===== config.mk =====
export PLATFORM = sky130hd
export DESIGN_NAME = axi_lite_uart_master
export DESIGN_NICKNAME = d
export VERILOG_FILES = /design/src/rtl/axi_lite_uart_master.sv
export SDC_FILE = /design/constraint.sdc
export NUM_CORES = 1
export LEC_CHECK = 0
export ABC_AREA = 1
export CORE_ASPECT_RATIO = 0.6
export CORE_MARGIN = 8
export CORE_UTILIZATION = 46
export CTS_CLUSTER_DIAMETER = 120
export DETAILED_ROUTE_END_ITERATION = 12
export HOLD_SLACK_MARGIN = 0.02
export MAX_ROUTING_LAYER = met4
export PLACE_DENSITY = 0.86
export SYNTH_ARGS = -nofsm -noshare
export SYNTH_HDL_FRONTEND = slang
export SYNTH_SLANG_ARGS = --single-unit
export TNS_END_PERCENT = 100

===== constraint.sdc =====
create_clock -name m_axi_aclk -period 6.1 [get_ports m_axi_aclk]
set_clock_uncertainty 0.15 [all_clocks]
set_input_delay 1.83 -clock m_axi_aclk [delete_from_list [all_inputs] [get_ports m_axi_aclk]]
set_output_delay 1.83 -clock m_axi_aclk [all_outputs]
set_load 0.005 [all_outputs]

===== src/rtl/axi_lite_uart_master.sv =====
// AXI4-Lite master: turns single-beat register requests into AXI-Lite
// write/read transactions, one outstanding at a time, and returns the
// slave's response on a valid/ready result port. A sticky timeout flag
// reports any AXI phase that waits TIMEOUT_CYCLES or more.
//
// Handshake rule on every channel: a transfer happens on the rising edge
// where valid and ready are both high; a valid, once raised, stays high
// with its payload stable until that edge.
module axi_lite_uart_master #(
    parameter int C_M_AXI_ADDR_WIDTH = 4,
    parameter int TIMEOUT_CYCLES     = 1024
) (
    input  logic                          m_axi_aclk,
    input  logic                          m_axi_areset,
    input  logic                          cmd_valid,
    output logic                          cmd_ready,
    input  logic                          cmd_write,
    input  logic [C_M_AXI_ADDR_WIDTH-1:0] cmd_addr,
    input  logic [31:0]                   cmd_wdata,
    input  logic [3:0]                    cmd_wstrb,
    output logic                          rsp_valid,
    input  logic                          rsp_ready,
    output logic                          rsp_write,
    output logic [31:0]                   rsp_rdata,
    output logic [1:0]                    rsp_resp,
    output logic                          timeout_err,
    output logic                          m_axi_awvalid,
    input  logic                          m_axi_awready,
    output logic [C_M_AXI_ADDR_WIDTH-1:0] m_axi_awaddr,
    output logic [2:0]                    m_axi_awprot,
    output logic                          m_axi_wvalid,
    input  logic                          m_axi_wready,
    output logic [31:0]                   m_axi_wdata,
    output logic [3:0]                    m_axi_wstrb,
    input  logic                          m_axi_bvalid,
    output logic                          m_axi_bready,
    input  logic [1:0]                    m_axi_bresp,
    output logic                          m_axi_arvalid,
    input  logic                          m_axi_arready,
    output logic [C_M_AXI_ADDR_WIDTH-1:0] m_axi_araddr,
    output logic [2:0]                    m_axi_arprot,
    input  logic                          m_axi_rvalid,
    output logic                          m_axi_rready,
    input  logic [31:0]                   m_axi_rdata,
    input  logic [1:0]                    m_axi_rresp
);

    typedef enum logic [2:0] {
        IDLE, WR_ADDR_DATA, WR_RESP, RD_ADDR, RD_DATA, RESP
    } state_t;

    // Counter wide enough to hold TIMEOUT_CYCLES; a zero limit never counts.
    localparam int CNT_W = (TIMEOUT_CYCLES > 0) ? $clog2(TIMEOUT_CYCLES + 1) : 1;
    localparam logic [CNT_W-1:0] CNT_MAX  = CNT_W'(TIMEOUT_CYCLES);
    localparam logic [CNT_W-1:0] CNT_LAST = CNT_W'((TIMEOUT_CYCLES > 0) ? TIMEOUT_CYCLES - 1 : 0);

    state_t                          state_q, state_d;
    logic [C_M_AXI_ADDR_WIDTH-1:0]   addr_q;
    logic [31:0]                     wdata_q;
    logic [3:0]                      wstrb_q;
    logic                            awvalid_q, wvalid_q, arvalid_q;
    logic                            rsp_write_q;
    logic [31:0]                     rsp_rdata_q;
    logic [1:0]                      rsp_resp_q;
    logic [CNT_W-1:0]                cnt_q;
    logic                            timeout_q;
    logic                            aw_fin, w_fin, waiting;

    // A channel is finished once its valid has dropped or is handshaking now.
    assign aw_fin  = !awvalid_q || m_axi_awready;
    assign w_fin   = !wvalid_q  || m_axi_wready;
    assign waiting = (state_q == WR_ADDR_DATA) || (state_q == WR_RESP) ||
                     (state_q == RD_ADDR)      || (state_q == RD_DATA);

    // State register.
    always_ff @(posedge m_axi_aclk or posedge m_axi_areset) begin
        if (m_axi_areset) state_q <= IDLE;
        else              state_q <= state_d;
    end

    // Next-state logic.
    always_comb begin
        state_d = state_q;
        case (state_q)
            IDLE:         if (cmd_valid) state_d = cmd_write ? WR_ADDR_DATA : RD_ADDR;
            WR_ADDR_DATA: if (aw_fin && w_fin) state_d = WR_RESP;
            WR_RESP:      if (m_axi_bvalid) state_d = RESP;
            RD_ADDR:      if (m_axi_arready) state_d = RD_DATA;
            RD_DATA:      if (m_axi_rvalid) state_d = RESP;
            RESP:         if (rsp_ready) state_d = IDLE;
            default:      state_d = IDLE;
        endcase
    end

    // Request capture, AXI valid flags and response capture.
    always_ff @(posedge m_axi_aclk or posedge m_axi_areset) begin
        if (m_axi_areset) begin
            addr_q      <= '0;
            wdata_q     <= '0;
            wstrb_q     <= '0;
            awvalid_q   <= 1'b0;
            wvalid_q    <= 1'b0;
            arvalid_q   <= 1'b0;
            rsp_write_q <= 1'b0;
            rsp_rdata_q <= '0;
            rsp_resp_q  <= '0;
        end else begin
            case (state_q)
                IDLE: if (cmd_valid) begin
                    addr_q    <= cmd_addr;
                    wdata_q   <= cmd_wdata;
                    wstrb_q   <= cmd_wstrb;
                    awvalid_q <= cmd_write;
                    wvalid_q  <= cmd_write;
                    arvalid_q <= !cmd_write;
                end
                WR_ADDR_DATA: begin
                    if (m_axi_awready) awvalid_q <= 1'b0;
                    if (m_axi_wready)  wvalid_q  <= 1'b0;
                end
                WR_RESP: if (m_axi_bvalid) begin
                    rsp_resp_q  <= m_axi_bresp;
                    rsp_rdata_q <= '0;
                    rsp_write_q <= 1'b1;
                end
                RD_ADDR: if (m_axi_arready) arvalid_q <= 1'b0;
                RD_DATA: if (m_axi_rvalid) begin
                    rsp_resp_q  <= m_axi_rresp;
                    rsp_rdata_q <= m_axi_rdata;
                    rsp_write_q <= 1'b0;
                end
                default: ;
            endcase
        end
    end

    // Per-phase wait counter (saturating) and the sticky timeout flag.
    always_ff @(posedge m_axi_aclk or posedge m_axi_areset) begin
        if (m_axi_areset) begin
            cnt_q     <= '0;
            timeout_q <= 1'b0;
        end else if (state_d != state_q) begin
            cnt_q <= '0;
        end else if (waiting && (cnt_q != CNT_MAX)) begin
            cnt_q <= cnt_q + 1'b1;
            if (cnt_q == CNT_LAST) timeout_q <= 1'b1;
        end
    end

    assign cmd_ready     = (state_q == IDLE);
    assign rsp_valid     = (state_q == RESP);
    assign rsp_write     = rsp_write_q;
    assign rsp_rdata     = rsp_rdata_q;
    assign rsp_resp      = rsp_resp_q;
    assign timeout_err   = timeout_q;
    assign m_axi_awvalid = awvalid_q;
    assign m_axi_awaddr  = addr_q;
    assign m_axi_awprot  = 3'b000;
    assign m_axi_wvalid  = wvalid_q;
    assign m_axi_wdata   = wdata_q;
    assign m_axi_wstrb   = wstrb_q;
    assign m_axi_bready  = (state_q == WR_RESP);
    assign m_axi_arvalid = arvalid_q;
    assign m_axi_araddr  = addr_q;
    assign m_axi_arprot  = 3'b000;
    assign m_axi_rready  = (state_q == RD_DATA);

endmodule


==> reports/metrics.csv, run 1 <==
stage;metric;value;unit
final_layout;post_route_cells_drive_above_1_share;0.0550;
placed_design;numPortBuffers;172;
placed_design;dpl_cell_area;5880;um^2
final_layout;area_growth_syn_to_layout;48.4;%
worst_setup_path;timing.critical_path.arrival;4.35;ns
worst_setup_path;critPathMaxFanout;36;
global_routing;groute.layer.met1.usage;0.240;
die;standard_cell_core_area;8990;um^2
global_routing;grt_util_all_layers;0.209;
final_layout;finish.instance_area;6190;um^2
worst_setup_path;worst_setup_path_end_kind;flop;
final_layout;num-nets-final;739;
worst_setup_path;critical_path_required;6.22;ns
placed_design;gpl.final_weighted_congestion;0.856;
yosys;post_synth_instance_area;4170;um^2
cts;worst_skew_pair.late_latency;0.34;ns
cts;cts_setup_buffers;0;
power;design_power_total;2800;uW
worst_setup_path;timing.critical_path.from_type;input port;
detailed_routing;num_vias;3983;
yosys;synthesis.instances;495;
final_layout;post_layout_nonfiller_instances;771;
sta;timing.final.max_slew_violations;0;
sta;timing.setup.tns;0;ns
job;cap_viol_max_count;0;
global_routing;grt_first_pass_wirelength;20500;um
sta;hold_viol;0;
detailed_routing;drc;0;
power;vdd.ir_drop.worst;0.286;mV
cts;htree_num_levels;3;
cts;numClockSinks;93;
status;status;complete, no violations;
final_layout;layout.filler_cells;672;
final_layout;antennaDiodeCount;0;
die;boundaryPins;179;
global_routing;grt_pass1_vias;4019;
worst_setup_path;worst-setup-path-type;in -> reg;
detailed_routing;vias_per_cell;5.17;
cts;number_of_buffers_created_by_cts;9;
sta;final-setup-viol-count;0;
global_routing;antenna_found_initial;0;
sta;hold_ws;0.328;ns
cts;cts_repair_resize_count;0;
detailed_routing;drt.antenna.violating_nets;0;
cts;cts_hold_repair.buffers;0;
cts;clk_pin_slew;0.07;ns
power;power.density;452;nW/um^2
final_layout;layout_common_cells;194 x sky130_fd_sc_hd__nand2_1, 172 x sky130_fd_sc_hd__clkdlybuf4s50_1, 93 x sky130_fd_sc_hd__dfrtp_1, 73 x sky130_fd_sc_hd__nand3_1;
global_routing;gr-usage-met2;0.324;
hold_path;hold_class;reg -> reg;
cts;cts_tree;done;
die;dieWidth;139;um
global_routing;maximum_number_of_pins_on_one_net_before_global_route_repair;55;
detailed_routing;wl_per_cell;16.2;um
sta;rsz0062_at_grt;false;
yosys;yosys_warnings;0;
yosys;yosysUniqueCellTypes;30;
placed_design;place.detailed.instances;756;
yosys;post_synth.cell_area_avg;8.43;um^2
detailed_routing;wl_final;12500;um
yosys;synth-seq-cells;93;
cts;clockBufferDepth;2;
cts;cts.root.buffer_cell;sky130_fd_sc_hd__clkbuf_16;
global_routing;global_route.overflow_total;0;
placed_design;hpwlAfterDp;9260;um
sta;fmaxAchievable;237;MHz
die;vertical_die_dimension;89.8;um
global_routing;grt-busiest-layer;met2;
die;design.die.area;12500;um^2
power;static-leakage-power;0.00304;uW
die;placement_rows;27;
sta;layout_worst_path_cycle_share;0.692;
detailed_routing;dr.pass1.iters;5;
sta;max_slew_margin;0.233;
die;start_util;0.464;
yosys;yosysSeqAreaShare;0.558;
detailed_routing;drt_first_iter_violations;235;
sta;worst-slew-pin-transition;1.15;ns
global_routing;met3_demand_to_capacity_share_in_global_routing;0.0992;
final_layout;commonest_non_fill_non_tap_cell_in_the_layout;sky130_fd_sc_hd__nand2_1;
sta;final_period_minus_worst_setup_slack;4.22;ns
-- cell families (layout without fill, tap and decap cells) --
kind of cell             Yosys count  after routing  share of synthesized area
flip-flops                        93             93                      0.558
AND/OR/NAND/NOR                  318            318                      0.330
adder cells (fa/ha/maj)            2              2                    0.00600
AO/OA/AOI/OAI                     16             16                     0.0261
XOR/XNOR                           3              3                    0.00630
other                              1              6                   0.000899
buffers and inverters             62            217                     0.0726
-- sequential cells by signal (all words and copies together), names as in the netlist --
register and count:
m_axi_araddr 4, m_axi_arvalid 1, rsp_rdata 32, cnt_q 11
state_q 3, rsp_resp 2, timeout_err 1, m_axi_awvalid 1
rsp_write 1, m_axi_wstrb 4, m_axi_wdata 32, m_axi_wvalid 1
-- layer usage --
| metal | share of wire | routed length [um] | up-vias |
|---|---|---|---|
| met5 | 0 | 0 | - |
| met4 | 0.013 | 165 | 0 |
| met3 | 0.11 | 1410 | 13 |
| met2 | 0.47 | 5870 | 197 |
| met1 | 0.40 | 5060 | 1903 |
| li1 | - | - | 1870 |
-- path summary, 6_finish.rpt --
path	from	end	slack (ns)	cells after the start
max	m_axi_bvalid	rsp_rdata[3]	1.88	5
min	m_axi_wstrb[0]	m_axi_wstrb[0]	0.33	2
max reg2reg	state_q[2]	rsp_rdata[3]	3.12	6
min reg2reg	m_axi_wstrb[0]	m_axi_wstrb[0]	0.33	2
max in group asynchronous	m_axi_areset	cnt_q[3]	2.94	3
min in group asynchronous	m_axi_areset	m_axi_wdata[28]	1.83	2
-- final cells by class --
class / instances / area (um^2) / share of cell area
flip-flops and latches: 93 / 2330 / 0.376
repair buffers: 174 / 1740 / 0.280
multi-input cells: 345 / 1560 / 0.252
clock buffers: 9 / 225 / 0.0364
well taps: 116 / 145 / 0.0234
inverters: 28 / 109 / 0.0176
clock inverters: 6 / 88.8 / 0.0143
-- worst max-delay path: stages --
cell,delay (ns)
sky130_fd_sc_hd__clkdlybuf4s50_1,0.51
sky130_fd_sc_hd__nand3_2,0.56
sky130_fd_sc_hd__nand2_1,1.12
sky130_fd_sc_hd__nand3_1,0.19
sky130_fd_sc_hd__nand2_1,0.11
-- power by group --
group	total, uW	switching, uW	internal, uW
sequential	1010	163	851
clock	586	230	356
combinational	1200	579	623
total	2800	971	1830
-- stage by stage --
step                      setup WS (ns)  utilization
after CTS                          1.90        0.689
final                              1.88        0.689
after floorplan                    1.70            -
after global placement             1.69        0.654
after global routing               1.58        0.689
after detailed placement           1.57        0.654
-- cells in the mapped netlist, drive strengths merged --
master / count / area, um^2
inv: 28 / 108
ha: 2 / 25.0
a21oi: 4 / 27.5
o21bai: 1 / 11.3
a31oi: 2 / 12.5
o211ai: 2 / 15.0
o21ai: 6 / 33.8
nor3: 5 / 25.0
conb: 1 / 3.75
nand4: 10 / 62.6
nand2: 200 / 771
buf: 20 / 143
xor2: 3 / 26.3
clkbuf: 14 / 52.6
nand3: 76 / 395
nor2: 27 / 125
a31o: 1 / 8.76
dfrtp: 93 / 2330
No activity file was read; power rests on OpenSTA's default activity.
==> inputs of run 2 (changes only) <==
--- a/config.mk
+++ b/config.mk
@@ -8,12 +8,12 @@
 export ABC_AREA = 1
 export CORE_ASPECT_RATIO = 0.6
 export CORE_MARGIN = 8
-export CORE_UTILIZATION = 46
+export CORE_UTILIZATION = 38
 export CTS_CLUSTER_DIAMETER = 120
 export DETAILED_ROUTE_END_ITERATION = 12
 export HOLD_SLACK_MARGIN = 0.02
 export MAX_ROUTING_LAYER = met4
-export PLACE_DENSITY = 0.86
+export PLACE_DENSITY = 0.76
 export SYNTH_ARGS = -nofsm -noshare
 export SYNTH_HDL_FRONTEND = slang
 export SYNTH_SLANG_ARGS = --single-unit
==> constraint.sdc (replaced) <==
create_clock -name m_axi_aclk -period 3.68 [get_ports m_axi_aclk]
set_clock_uncertainty 0.15 [all_clocks]
set_input_delay 1.104 -clock m_axi_aclk [delete_from_list [all_inputs] [get_ports m_axi_aclk]]
set_output_delay 1.104 -clock m_axi_aclk [all_outputs]
set_load 0.005 [all_outputs]
==> reports/metrics.csv, run 2 (synthesis results as in run 1) <==
stage;metric;value;unit;change
sta;timing.final.max_slew_violations;0;;unchanged
placed_design;hpwlAfterDp;9830;um;+6.2%
detailed_routing;num_vias;3835;;-3.7%
cts;clockBufferDepth;2;;unchanged
cts;htree_num_levels;3;;unchanged
die;placement_rows;29;;+7.4%
detailed_routing;drt_first_iter_violations;149;;-37%
sta;final_period_minus_worst_setup_slack;3.04;ns;
sta;worst-slew-pin-transition;0.687;ns;-0.460 ns
sta;layout_worst_path_cycle_share;0.826;;
final_layout;commonest_non_fill_non_tap_cell_in_the_layout;sky130_fd_sc_hd__nand2_1;;
placed_design;preCtsSetupSlack;0.850;ns;-0.720 ns
final_layout;finish.instance_area;6320;um^2;+2.0%
cts;cts.root.buffer_cell;sky130_fd_sc_hd__clkbuf_16;;
global_routing;grt_first_pass_wirelength;20900;um;+1.9%
die;standard_cell_core_area;10600;um^2;+18%
detailed_routing;drc;0;;unchanged
cts;number_of_buffers_created_by_cts;9;;unchanged
power;vdd.ir_drop.worst;0.463;mV;+62%
global_routing;met3_demand_to_capacity_share_in_global_routing;0.0856;;-0.0136
worst_setup_path;critical_path_required;2.43;ns;-3.79 ns
final_layout;layout.filler_cells;916;;+36%
worst_setup_path;timing.critical_path.arrival;1.79;ns;-2.56 ns
sta;fmaxAchievable;329;MHz;
sta;rsz0062_at_grt;false;;
detailed_routing;vias_per_cell;4.79;;-7.2%
sta;hold_ws;0.332;ns;+0.00461 ns
final_layout;ff_latch_area;2330;um^2;unchanged
final_layout;area_growth_syn_to_layout;51.4;%;
cts;numClockSinks;93;;unchanged
cts;cts_setup_buffers;0;;unchanged
power;power.density;748;nW/um^2;+65%
worst_setup_path;worst_setup_path_end_kind;output pin;;
placed_design;gpl.final_weighted_congestion;0.881;;+2.8%
sta;timing.setup.tns;0;ns;unchanged
die;dieWidth;151;um;+8.9%
sta;hold_viol;0;;unchanged
cts;worst_skew_pair.late_latency;0.34;ns;about the same
die;vertical_die_dimension;97.2;um;+8.2%
sta;max_slew_margin;0.541;;+0.308
worst_setup_path;critPathMaxFanout;8;;-78%
final_layout;layout_common_cells;194 x sky130_fd_sc_hd__nand2_1, 172 x sky130_fd_sc_hd__clkdlybuf4s50_1, 93 x sky130_fd_sc_hd__dfrtp_1, 73 x sky130_fd_sc_hd__nand3_1;;
global_routing;grt_pass1_vias;4049;;+0.75%
detailed_routing;wl_per_cell;16.1;um;-0.72%
die;boundaryPins;179;;unchanged
worst_setup_path;worst-setup-path-type;reg -> out;;
global_routing;grt_util_all_layers;0.182;;-0.0275
sta;final-setup-viol-count;0;;unchanged
global_routing;maximum_number_of_pins_on_one_net_before_global_route_repair;39;;-29%
die;start_util;0.392;;-0.0719
detailed_routing;wl_final;12900;um;+3.0%
final_layout;num-nets-final;744;;+0.68%
die;design.die.area;14700;um^2;+18%
detailed_routing;dr.pass1.iters;5;;unchanged
worst_setup_path;timing.critical_path.from_type;flop;;
placed_design;numPortBuffers;172;;unchanged
cts;cts_hold_repair.buffers;0;;unchanged
power;static-leakage-power;0.00309;uW;+1.6%
final_layout;area_of_combinational_cells_with_multiple_inputs;1560;um^2;unchanged
cts;clk_pin_slew;0.07;ns;about the same
global_routing;antenna_found_initial;0;;unchanged
detailed_routing;drt.antenna.violating_nets;0;;unchanged
sta;fin_ws;0.639;ns;-1.24 ns
global_routing;groute.layer.met1.usage;0.225;;-0.0148
placed_design;dpl_cell_area;5980;um^2;+1.8%
global_routing;grt-busiest-layer;met2;;
final_layout;post_route_cells_drive_above_1_share;0.0635;;+0.00858
global_routing;global_route.overflow_total;0;;unchanged
final_layout;antennaDiodeCount;0;;unchanged
job;cap_viol_max_count;0;;unchanged
cts;cts_tree;done;;
cts;cts_repair_resize_count;0;;unchanged
status;status;complete, no violations;;
hold_path;hold_class;reg -> reg;;
global_routing;gr-usage-met2;0.267;;-0.0575
[run 2: cell types whose count changed in the layout (fill, tap and decap cells not counted)]
cell,before,now
sky130_fd_sc_hd__clkinv_2,2,1
sky130_fd_sc_hd__buf_4,2,4
sky130_fd_sc_hd__clkinvlp_4,2,1
sky130_fd_sc_hd__buf_12,0,3
sky130_fd_sc_hd__inv_6,0,2
sky130_fd_sc_hd__clkbuf_8,0,1
[run 2: area by class of cell]
type                    count  area share
flip-flops and latches     93       0.368
repair buffers            179       0.287
multi-input cells         345       0.247
clock buffers              10      0.0378
well taps                 139      0.0275
inverters                  28      0.0172
clock inverters             6      0.0149
[run 2: metal layers]
| layer | up-vias | share of wire | wire (um) |
|---|---|---|---|
| li1 | 1877 | - | - |
| met1 | 1799 | 0.43 | 5540 |
| met2 | 150 | 0.44 | 5700 |
| met3 | 9 | 0.12 | 1560 |
| met4 | 0 | 0.0062 | 80 |
| met5 | - | 0 | 0 |
[run 2: worst paths after layout]
| kind | startpoint | to | slack, ns | cells after the start |
|---|---|---|---|---|
| worst max-delay path | state_q[0] | rsp_valid | 0.64 | 3 |
| worst min-delay path | m_axi_wdata[22] | m_axi_wdata[22] | 0.33 | 2 |
| worst max register to register | state_q[2] | cnt_q[0] | 1.21 | 11 |
| worst min register to register | m_axi_wdata[22] | m_axi_wdata[22] | 0.33 | 2 |
| max in group asynchronous | m_axi_areset | cnt_q[3] | 1.76 | 3 |
| min in group asynchronous | m_axi_areset | m_axi_wdata[12] | 1.02 | 2 |
[run 2: worst max-delay path: stages (launching register included)]
cell                              delay (ns)
sky130_fd_sc_hd__dfrtp_1                0.61
sky130_fd_sc_hd__inv_1                  0.16
sky130_fd_sc_hd__nor2_1                 0.13
sky130_fd_sc_hd__clkdlybuf4s50_1        0.56
[run 2: stage by stage]
step | utilization | std cells | power [uW]
after floorplan | - | 500 | 2590
after global placement | 0.563 | 784 | 3680
after detailed placement | 0.563 | 784 | 3740
after CTS | 0.594 | 800 | 4790
after global routing | 0.594 | 800 | 5050
final | 0.594 | 800 | 4720
[run 2: power by group]
| group | switching (uW) | internal, uW |
|---|---|---|
| sequential | 268 | 1410 |
| clock | 399 | 620 |
| combinational | 968 | 1060 |
| total | 1630 | 3090 |
==> inputs of run 3 (changes only) <==
==> constraint.sdc (replaced) <==
create_clock -name m_axi_aclk -period 2.7 [get_ports m_axi_aclk]
set_clock_uncertainty 0.15 [all_clocks]
set_input_delay 0.81 -clock m_axi_aclk [delete_from_list [all_inputs] [get_ports m_axi_aclk]]
set_output_delay 0.81 -clock m_axi_aclk [all_outputs]
set_load 0.005 [all_outputs]
==> reports/metrics.csv, run 3 (synthesis results as in run 1) <==
stage;metric;value;unit;change
hold_path;hold_class;reg -> reg;;
global_routing;groute.layer.met1.usage;0.223;;-0.00232
placed_design;numPortBuffers;172;;unchanged
detailed_routing;drt.antenna.violating_nets;0;;unchanged
die;placement_rows;29;;unchanged
worst_setup_path;worst-setup-path-type;reg -> out;;
global_routing;grt_util_all_layers;0.180;;-0.00154
detailed_routing;num_vias;3901;;+1.7%
worst_setup_path;slowest_delay;0.50;ns;-0.11 ns
sta;layout_worst_path_cycle_share;0.980;;
worst_setup_path;critical_path.cell_chain;nor2_4 -> nand2_1 -> inv_1 -> clkdlybuf4s50_1;;
global_routing;antenna_found_initial;0;;unchanged
global_routing;maximum_number_of_pins_on_one_net_before_global_route_repair;62;;+59%
hold_path;holdPathEnd;timeout_err;;
worst_setup_path;rrSetupSlack;0.58;ns;-0.63 ns
worst_setup_path;critPathBufInv;2;;unchanged
worst_setup_path;timing.critical_path.arrival;1.68;ns;-0.11 ns
detailed_routing;drc;0;;unchanged
cts;cts_tree;done;;
die;dieWidth;151;um;unchanged
detailed_routing;dr.pass1.iters;4;;-1
die;start_util;0.392;;unchanged
cts;clockBufferDepth;2;;unchanged
worst_setup_path;worst_r2r_path_depth;12;;+1
cts;cts.root.buffer_cell;sky130_fd_sc_hd__clkbuf_16;;
cts;number_of_buffers_created_by_cts;9;;unchanged
global_routing;grt_pass1_vias;4106;;+1.4%
sta;timing.final.max_slew_violations;0;;unchanged
cts;cts_hold_repair.buffers;0;;unchanged
die;standard_cell_core_area;10600;um^2;unchanged
sta;final-setup-viol-count;0;;unchanged
sta;final_period_minus_worst_setup_slack;2.64;ns;
worst_setup_path;critical_path_required;1.74;ns;-0.69 ns
global_routing;met3_demand_to_capacity_share_in_global_routing;0.0712;;-0.0144
status;status;complete, no violations;;
global_routing;gr-usage-met2;0.274;;+0.00715
final_layout;layout_common_cells;194 x sky130_fd_sc_hd__nand2_1, 171 x sky130_fd_sc_hd__clkdlybuf4s50_1, 90 x sky130_fd_sc_hd__dfrtp_1, 73 x sky130_fd_sc_hd__nand3_1;;
hold_path;whs_path_depth;1;;-1
power;vdd.ir_drop.worst;0.498;mV;+7.5%
placed_design;hpwlAfterDp;9690;um;-1.4%
placed_design;gpl.final_weighted_congestion;0.836;;-5.1%
global_routing;grt_first_pass_wirelength;20800;um;-0.46%
final_layout;post_route_cells_drive_above_1_share;0.0722;;+0.00864
detailed_routing;wl_final;12800;um;-0.88%
worst_setup_path;timing.critical_path.from_type;flop;;
final_layout;num-nets-final;748;;+0.54%
power;power.density;992;nW/um^2;+33%
global_routing;grt-busiest-layer;met2;;
job;cap_viol_max_count;0;;unchanged
global_routing;global_route.overflow_total;0;;unchanged
worst_setup_path;cp_top_family;buffers and inverters;;
sta;rsz0062_at_grt;false;;
final_layout;area_growth_syn_to_layout;51.2;%;about the same
sta;fmaxAchievable;378;MHz;
die;boundaryPins;179;;unchanged
worst_setup_path;critPathMaxFanout;7;;-1
sta;hold_viol;0;;unchanged
cts;worst_skew_pair.late_latency;0.34;ns;about the same
detailed_routing;vias_per_cell;4.85;;+1.2%
power;design_power_total;6260;uW;+33%
hold_path;hold_start;timeout_err;;
worst_setup_path;launching_point_of_the_worst_reg2reg_path;state_q[1];;
worst_setup_path;worst_r2r_endpoint;cnt_q[0];;
die;design.die.area;14700;um^2;unchanged
worst_setup_path;worst_setup_path_end_kind;output pin;;
cts;htree_num_levels;3;;unchanged
final_layout;commonest_non_fill_non_tap_cell_in_the_layout;sky130_fd_sc_hd__nand2_1;;
detailed_routing;wl_per_cell;15.9;um;-1.4%
worst_setup_path;worst_path_max_delay_cell;sky130_fd_sc_hd__clkdlybuf4s50_1;;
final_layout;layout.filler_cells;911;;-0.55%
cts;numClockSinks;93;;unchanged
die;vertical_die_dimension;97.2;um;unchanged
power;static-leakage-power;0.00309;uW;about the same
sta;timing.setup.tns;0;ns;unchanged
cts;clk_pin_slew;0.06;ns;about the same
final_layout;antennaDiodeCount;0;;unchanged
detailed_routing;drt_first_iter_violations;165;;+11%
-- run 3: repair_timing --
item,4_1_cts,5_1_grt
resized for setup,2,2
setup buffers,0,3
setup endpoints to repair,3,3
-- run 3: how the worst max path moves through the flow --
stage / start / end / slack (ns) / cells past startpoint
after global placement: cmd_valid / cnt_q[2] / 0.18 / 8
after global routing: state_q[2] / m_axi_bready / 0.02 / 4
after CTS: state_q[0] / m_axi_bready / 0.02 / 4
after floorplan: m_axi_areset / cnt_q[0] / 0.65 / 1
after detailed placement: cmd_valid / cnt_q[10] / 0.14 / 8
final: state_q[2] / m_axi_bready / 0.06 / 4
-- run 3: metal layers --
| layer | vias up | share of wire | wire length (um) |
|---|---|---|---|
| li1 | 1886 | - | - |
| met1 | 1839 | 0.43 | 5500 |
| met2 | 158 | 0.45 | 5740 |
| met3 | 18 | 0.11 | 1380 |
| met4 | 0 | 0.012 | 151 |
| met5 | - | 0 | 0 |
-- run 3: layout make-up --
cell class	instances	area (um^2)	share of cell area
clock buffers	10	229	0.0363
clock inverters	6	46.3	0.00734
inverters	28	111	0.0176
multi-input cells	345	1560	0.247
flip-flops and latches	93	2330	0.369
well taps	139	174	0.0276
repair buffers	183	1860	0.294
-- run 3: worst reg2reg max path, delay by kind of cell, from the launching register on --
family	cells	cell delay (ns)
and+or+nand+nor	9	0.93
DFF	1	0.45
buffers and inverters	3	0.50
-- run 3: metrics by stage --
step,instance area (um^2),hold WS [ns],util,std cells,setup slack (ns)
detailed placement,6010,0.319,0.565,785,0.138
global placement,6010,0.310,0.565,785,0.178
CTS,6280,0.335,0.591,801,0.0247
floorplan,4200,0.315,-,500,0.648
finish,6310,0.330,0.594,804,0.0552
global route,6310,0.341,0.594,804,0.0158
-- run 3: report_power, final --
part,internal (uW),leakage (uW),total [uW],switching [uW]
combinational,1480,0.00175,2820,1340
clock,631,0.000129,1160,532
sequential,1930,0.00121,2280,353
==> edit 1: new RTL, settings of run 2 <==
`C_M_AXI_ADDR_WIDTH`: 4 -> 2.
--- a/src/rtl/axi_lite_uart_master.sv
+++ b/src/rtl/axi_lite_uart_master.sv
@@ -7,7 +7,7 @@
 // where valid and ready are both high; a valid, once raised, stays high
 // with its payload stable until that edge.
 module axi_lite_uart_master #(
-    parameter int C_M_AXI_ADDR_WIDTH = 4,
+    parameter int C_M_AXI_ADDR_WIDTH = 2,
     parameter int TIMEOUT_CYCLES     = 1024
 ) (
     input  logic                          m_axi_aclk,
Ports: changed (resized cmd_addr, m_axi_araddr and m_axi_awaddr); port bits go from 179 to 173. No check against the original RTL was run, so the function may have changed too.
==> edit 1 against run 2 <==
Hold slack got worse by 3.2 ps; die area fell by 1.7%; sequential power shrank 2%; area after synthesis down 1.9%; sequential cell count shrank 2; total power shrank 2.2%; worst setup slack got worse by 19 ps; design area down 2.2%; first-iteration DRC count up 17%; wire length is 7.0% lower; highest routed layer unchanged.
==> edit 1: results (changes against run 2) <==
Logic synthesis
  • Top cells by count, synth: 195 x nand2_1, 91 x dfrtp_1, 75 x nand3_1, 25 x inv_1, 25 x nor2_1
  • Warnings, synthesis: 0 (unchanged)
  • Ranking of synthesized cells by area: dfrtp_1 56%, nand2_1 18%, nand3_1 9.2%, inv_1 2.3%, nor2_1 2.3%
  • Post-synthesis sequential area ratio: 55.66% (-0.11 points)

Routing
  • Metal3 WL: 1.139 mm (-27%)
  • DRT iter0 DRCs: 175 (+17%)
  • Met1 wire length: 5.461 mm (-1.4%)
  • Routed wl met2: 5.263 mm (-7.7%)
  • DR pass1 iterations: 4 (-1)
  • Max layer used: met4
  • Via count: 3726 (-2.8%)
  • Drt wl/cell: 15.19 um (-5.7%)

Worst setup path
  • Critical R2R Launch: state_q[1]
  • R2r setup slk: 1040 ps (-170 ps)
  • Arr. time, crit path: 1810 ps (+20 ps)
  • Reg2reg path depth: 12 (+1)

Pwr
  • Worst IR Drop VDD: 373.5 uV (-19%)
  • Static leakage: 3.030 nW (-1.9%)

Cells and area
  • Share of layout cells above drive strength 1: 6.154% (-0.20 points)
  • Nets: 731 (-1.7%)
  • Fill count: 929 (+1.4%)

Min path
  • Hold endpoint: m_axi_wdata[25]
  • Min-delay src: m_axi_wdata[25]

Place
  • Port bufs: 166 (-3.5%)
  • Dpl ws: 645.5 ps (-205.0 ps)
  • Final Wtd Congestion: 0.7844 (-11%)
  • Hpwl dp: 8.836 mm (-10%)
  • Placed inst area: 5824 um2 (-2.7%)

GRT
  • GR Layer Usage met1: 22.26% (-0.23 points)
  • Total Routing Usage GR: 17.31% (-0.87 points)
  • Pin count of the biggest net entering global routing: 92 (+140%)
  • First-pass GRT wire length: 19.49 mm (-6.7%)
  • Vias in the first global route: 3926 (-3.0%)
  • Met2 Use GR: 25.30% (-1.4 points)
  • GR Layer Usage met3: 6.558% (-2.0 points)

Outcome
  • Outcome: finished, final reports clean

Timing
  • Least-Margin Pin Slew: 505.1 ps (-182.2 ps)
[edit 1: stage by stage]
step | utilization [%] | power [mW] | hold WS (ps) | std cells
after global routing | 58.68 | 4.954 | 358.9 | 789
after detailed placement | 55.35 | 3.592 | 314.2 | 773
final | 58.68 | 4.618 | 329.0 | 789
after floorplan | - | 2.524 | 315.4 | 494
after global placement | 55.35 | 3.548 | 310.6 | 773
after CTS | 58.68 | 4.693 | 331.5 | 789
[edit 1: power by group]
part / internal, mW / leakage [nW] / switching (mW)
Sequential: 1.38 / 1.19 / 0.263
Clock: 0.684 / 0.169 / 0.380
Combinational: 1.01 / 1.67 / 0.909
Total: 3.07 / 3.03 / 1.55
[edit 1: cell families after synthesis]
group	count (synthesis)	synth area share, %
simple gates	318	33.70
other cells	1	0.09166
compound gates	15	2.477
buf+inv	60	7.034
xor+xnor	2	0.4282
flops	91	55.66
fa+ha+maj	2	0.6115
[edit 1: layout make-up]
| class | instances | area [um2] | area share (%) |
|---|---|---|---|
| multi-input cells | 343 | 1545 | 25.03 |
| inverters | 28 | 108.9 | 1.763 |
| repair buffers | 172 | 1719 | 27.84 |
| well taps | 139 | 173.9 | 2.817 |
| flip-flops and latches | 91 | 2277 | 36.88 |
| clock buffers | 10 | 239.0 | 3.870 |
| clock inverters | 6 | 111.4 | 1.803 |
[edit 1: worst max path at each step]
| stage | from | end | slack (ps) |
|---|---|---|---|
| after floorplan | m_axi_areset | cnt_q[0] | 60 |
| after global placement | m_axi_rvalid | cnt_q[0] | 710 |
| after detailed placement | m_axi_rvalid | cnt_q[0] | 650 |
| after global routing | state_q[0] | rsp_valid | 500 |
| after CTS | state_q[0] | rsp_valid | 600 |
| final | state_q[0] | rsp_valid | 620 |
==> edit 2: new RTL, settings of run 2 <==
Without the edit above. Make the reset (`m_axi_areset`) synchronous in 3 clocked blocks.
--- a/src/rtl/axi_lite_uart_master.sv
+++ b/src/rtl/axi_lite_uart_master.sv
@@ -73,7 +73,7 @@
                      (state_q == RD_ADDR)      || (state_q == RD_DATA);
 
     // State register.
-    always_ff @(posedge m_axi_aclk or posedge m_axi_areset) begin
+    always_ff @(posedge m_axi_aclk) begin
         if (m_axi_areset) state_q <= IDLE;
         else              state_q <= state_d;
     end
@@ -93,7 +93,7 @@
     end
 
     // Request capture, AXI valid flags and response capture.
-    always_ff @(posedge m_axi_aclk or posedge m_axi_areset) begin
+    always_ff @(posedge m_axi_aclk) begin
         if (m_axi_areset) begin
             addr_q      <= '0;
             wdata_q     <= '0;
@@ -135,7 +135,7 @@
     end
 
     // Per-phase wait counter (saturating) and the sticky timeout flag.
-    always_ff @(posedge m_axi_aclk or posedge m_axi_areset) begin
+    always_ff @(posedge m_axi_aclk) begin
         if (m_axi_areset) begin
             cnt_q     <= '0;
             timeout_q <= 1'b0;
Check against the original RTL: differs if m_axi_areset is asserted again (counterexample within 4 cycles, from zero or initial values and one cycle with m_axi_areset high); with m_axi_areset held inactive, the same outputs for 10 cycles.
==> edit 2 against run 2 <==
Combinational power is 26% lower; area after synthesis fell by 3.2%; design area decreased by 3.5%; sequential cell count did not move; total power shrank 17%; register-to-register slack lost 30 ps; count of clock-buffer cells in the layout fell by 1; critical path depth unchanged; worst setup slack got worse by 6.4 ps; wire length down 0.29%; non-clock buffer count is the same; core utilization is 1.1 points lower; critical path type unchanged; critical endpoint unchanged; largest cell class unchanged.
==> edit 2: results (changes against run 2) <==
Clock tree
  • Cts repair resizes: 0 (unchanged)
  • Clk buf depth: 2 (unchanged)
  • Clk root buf: clkbuf_16
  • Clock-pin slew on the worst setup and hold paths: 60 ps
  • H-tree levels: 3 (unchanged)
  • Clock Latency Late Sink: 330 ps
  • Post-CTS Setup Bufs: 0 (unchanged)
  • Total CTS buffers: 9 (unchanged)

Logic synthesis
  • Syn Inst Count: 534 (+7.9%)
  • Top cells by count, synth: 93 x dfxtp_1, 85 x nand2_1, 78 x a21oi_1, 53 x nand3_1, 52 x nor2_1
  • Ranking of synthesized cells by area: dfxtp_1 46%, a21oi_1 9.7%, nand2_1 7.9%, nand3_1 6.6%, nor2_1 4.8%
  • Count of cell types in the netlist: 30 (unchanged)
  • Mux cell area share after synthesis: 0% (unchanged)
  • XOR/XNOR Fraction of Synth Area: 2.169% (+1.5 points)
  • Warnings, synthesis: 0 (unchanged)
  • Ys async rst share: 0% (-100 points)
  • Post-synthesis sequential area ratio: 46.10% (-9.7 points)
  • Post-synthesis adder-cell area fraction: 0.6196% (+0.020 points)
  • Compound-gate portion of the synthesized area: 15.64% (+13 points)

Worst setup path
  • Bufs and invs on worst path: 2 (unchanged)
  • Crit path max fanout: 7 (-1)
  • Critical path's top delay family: buffers and inverters
  • Slowest cell on crit path: dfxtp_1
  • Worst path max stage delay: 640 ps (+30 ps)

Routing
  • Via count: 4070 (+6.1%)
  • DRT iter0 DRCs: 204 (+37%)
  • Post-Route WL: 12.84 mm (-0.29%)
  • DR pass1 iterations: 4 (-1)

Min path
  • Worst hold path class: flip-flop to flip-flop

Pwr
  • Static leakage: 2.301 nW (-26%)
  • Worst IR Drop VDD: 329.2 uV (-29%)
  • P_int: 2.585 mW (-16%)

Place
  • Dpl ws: 583.2 ps (-267.3 ps)
  • Hpwl dp: 9.616 mm (-2.1%)
  • Final Wtd Congestion: 0.8955 (+1.7%)
  • Placed Instances: 811 (+3.4%)
  • Port bufs: 172 (unchanged)

GRT
  • Total Routing Usage GR: 18.26% (+0.085 points)
  • Initial antenna violation count: 0 (unchanged)
  • First-pass GRT wire length: 20.31 mm (-2.8%)
  • Pin count of the biggest net entering global routing: 46 (+18%)
  • Vias in the first global route: 4012 (-0.91%)

Cells and area
  • Finished Layout Cells: 826 (+3.3%)
  • Share of layout cells above drive strength 1: 8.297% (+1.9 points)
  • Nets: 771 (+3.6%)
  • ANT cells: 0 (unchanged)

Outcome
  • Outcome: finished, final reports clean

Timing
  • Least-Margin Pin Slew: 540.3 ps (-147.0 ps)
edit 2: cell count changes after synthesis, sizes merged, moves of 38 or more:
cell / delta
dfxtp: +93
o21ai: +38
dfrtp: -93
nor2: +40
nand2: -106
a21oi: +74
edit 2: worst paths after layout:
path               startpoint  cells after the start  slack (ps)     endpoint
hold reg to reg   timeout_err                      2         310  timeout_err
setup / recovery   state_q[0]                      3         630    rsp_valid
setup reg to reg   state_q[0]                      9        1180     cnt_q[3]
hold / removal    timeout_err                      2         310  timeout_err
edit 2: through the flow:
stage	util [%]	power [mW]	area, um2
CTS	58.32	3.951	6095
finish	58.32	3.916	6095
floorplan	-	2.194	4058
global route	58.32	4.171	6095
detailed placement	55.10	2.886	5758
global placement	55.10	2.849	5758
edit 2: cell type report:
class,instances,area [um2]
clock buffer,9,225.2
clock inverter,6,111.4
fill,925,4355
inverter,32,122.6
multi-input combinational,368,1826
sequential,93,1862
tap,139,173.9
timing repair buffer,179,1774
edit 2: power by group through the flow:
stage	logic (mW)	clock network, mW	registers (mW)
6_report	1.50	1.05	1.37
5_1_grt	1.66	1.12	1.39
4_1_cts	1.51	1.07	1.37
3_5_place_dp	1.50	0	1.38
3_3_place_gp	1.48	0	1.37
2_1_floorplan	0.834	0	1.36
edit 2: per-layer routing:
metal | share of wire [%] | vias up | GRT usage (%)
met5 | 0 | - | -
met4 | 0.93 | 0 | 4.511
met3 | 11 | 12 | 8.592
met2 | 45 | 157 | 27.89
met1 | 43 | 1875 | 21.45
li1 | - | 2026 | -
edit 2: worst reg2reg max path, cell delays in order, from the launching register on:
cell and delay (ps):
dfxtp_1 640, nor2_4 80, nand2_2 120, inv_2 40, buf_4 270, nand2_1 170, nand2_1 90, o21ai_1 180
nand4_2 410, nor2_1 260
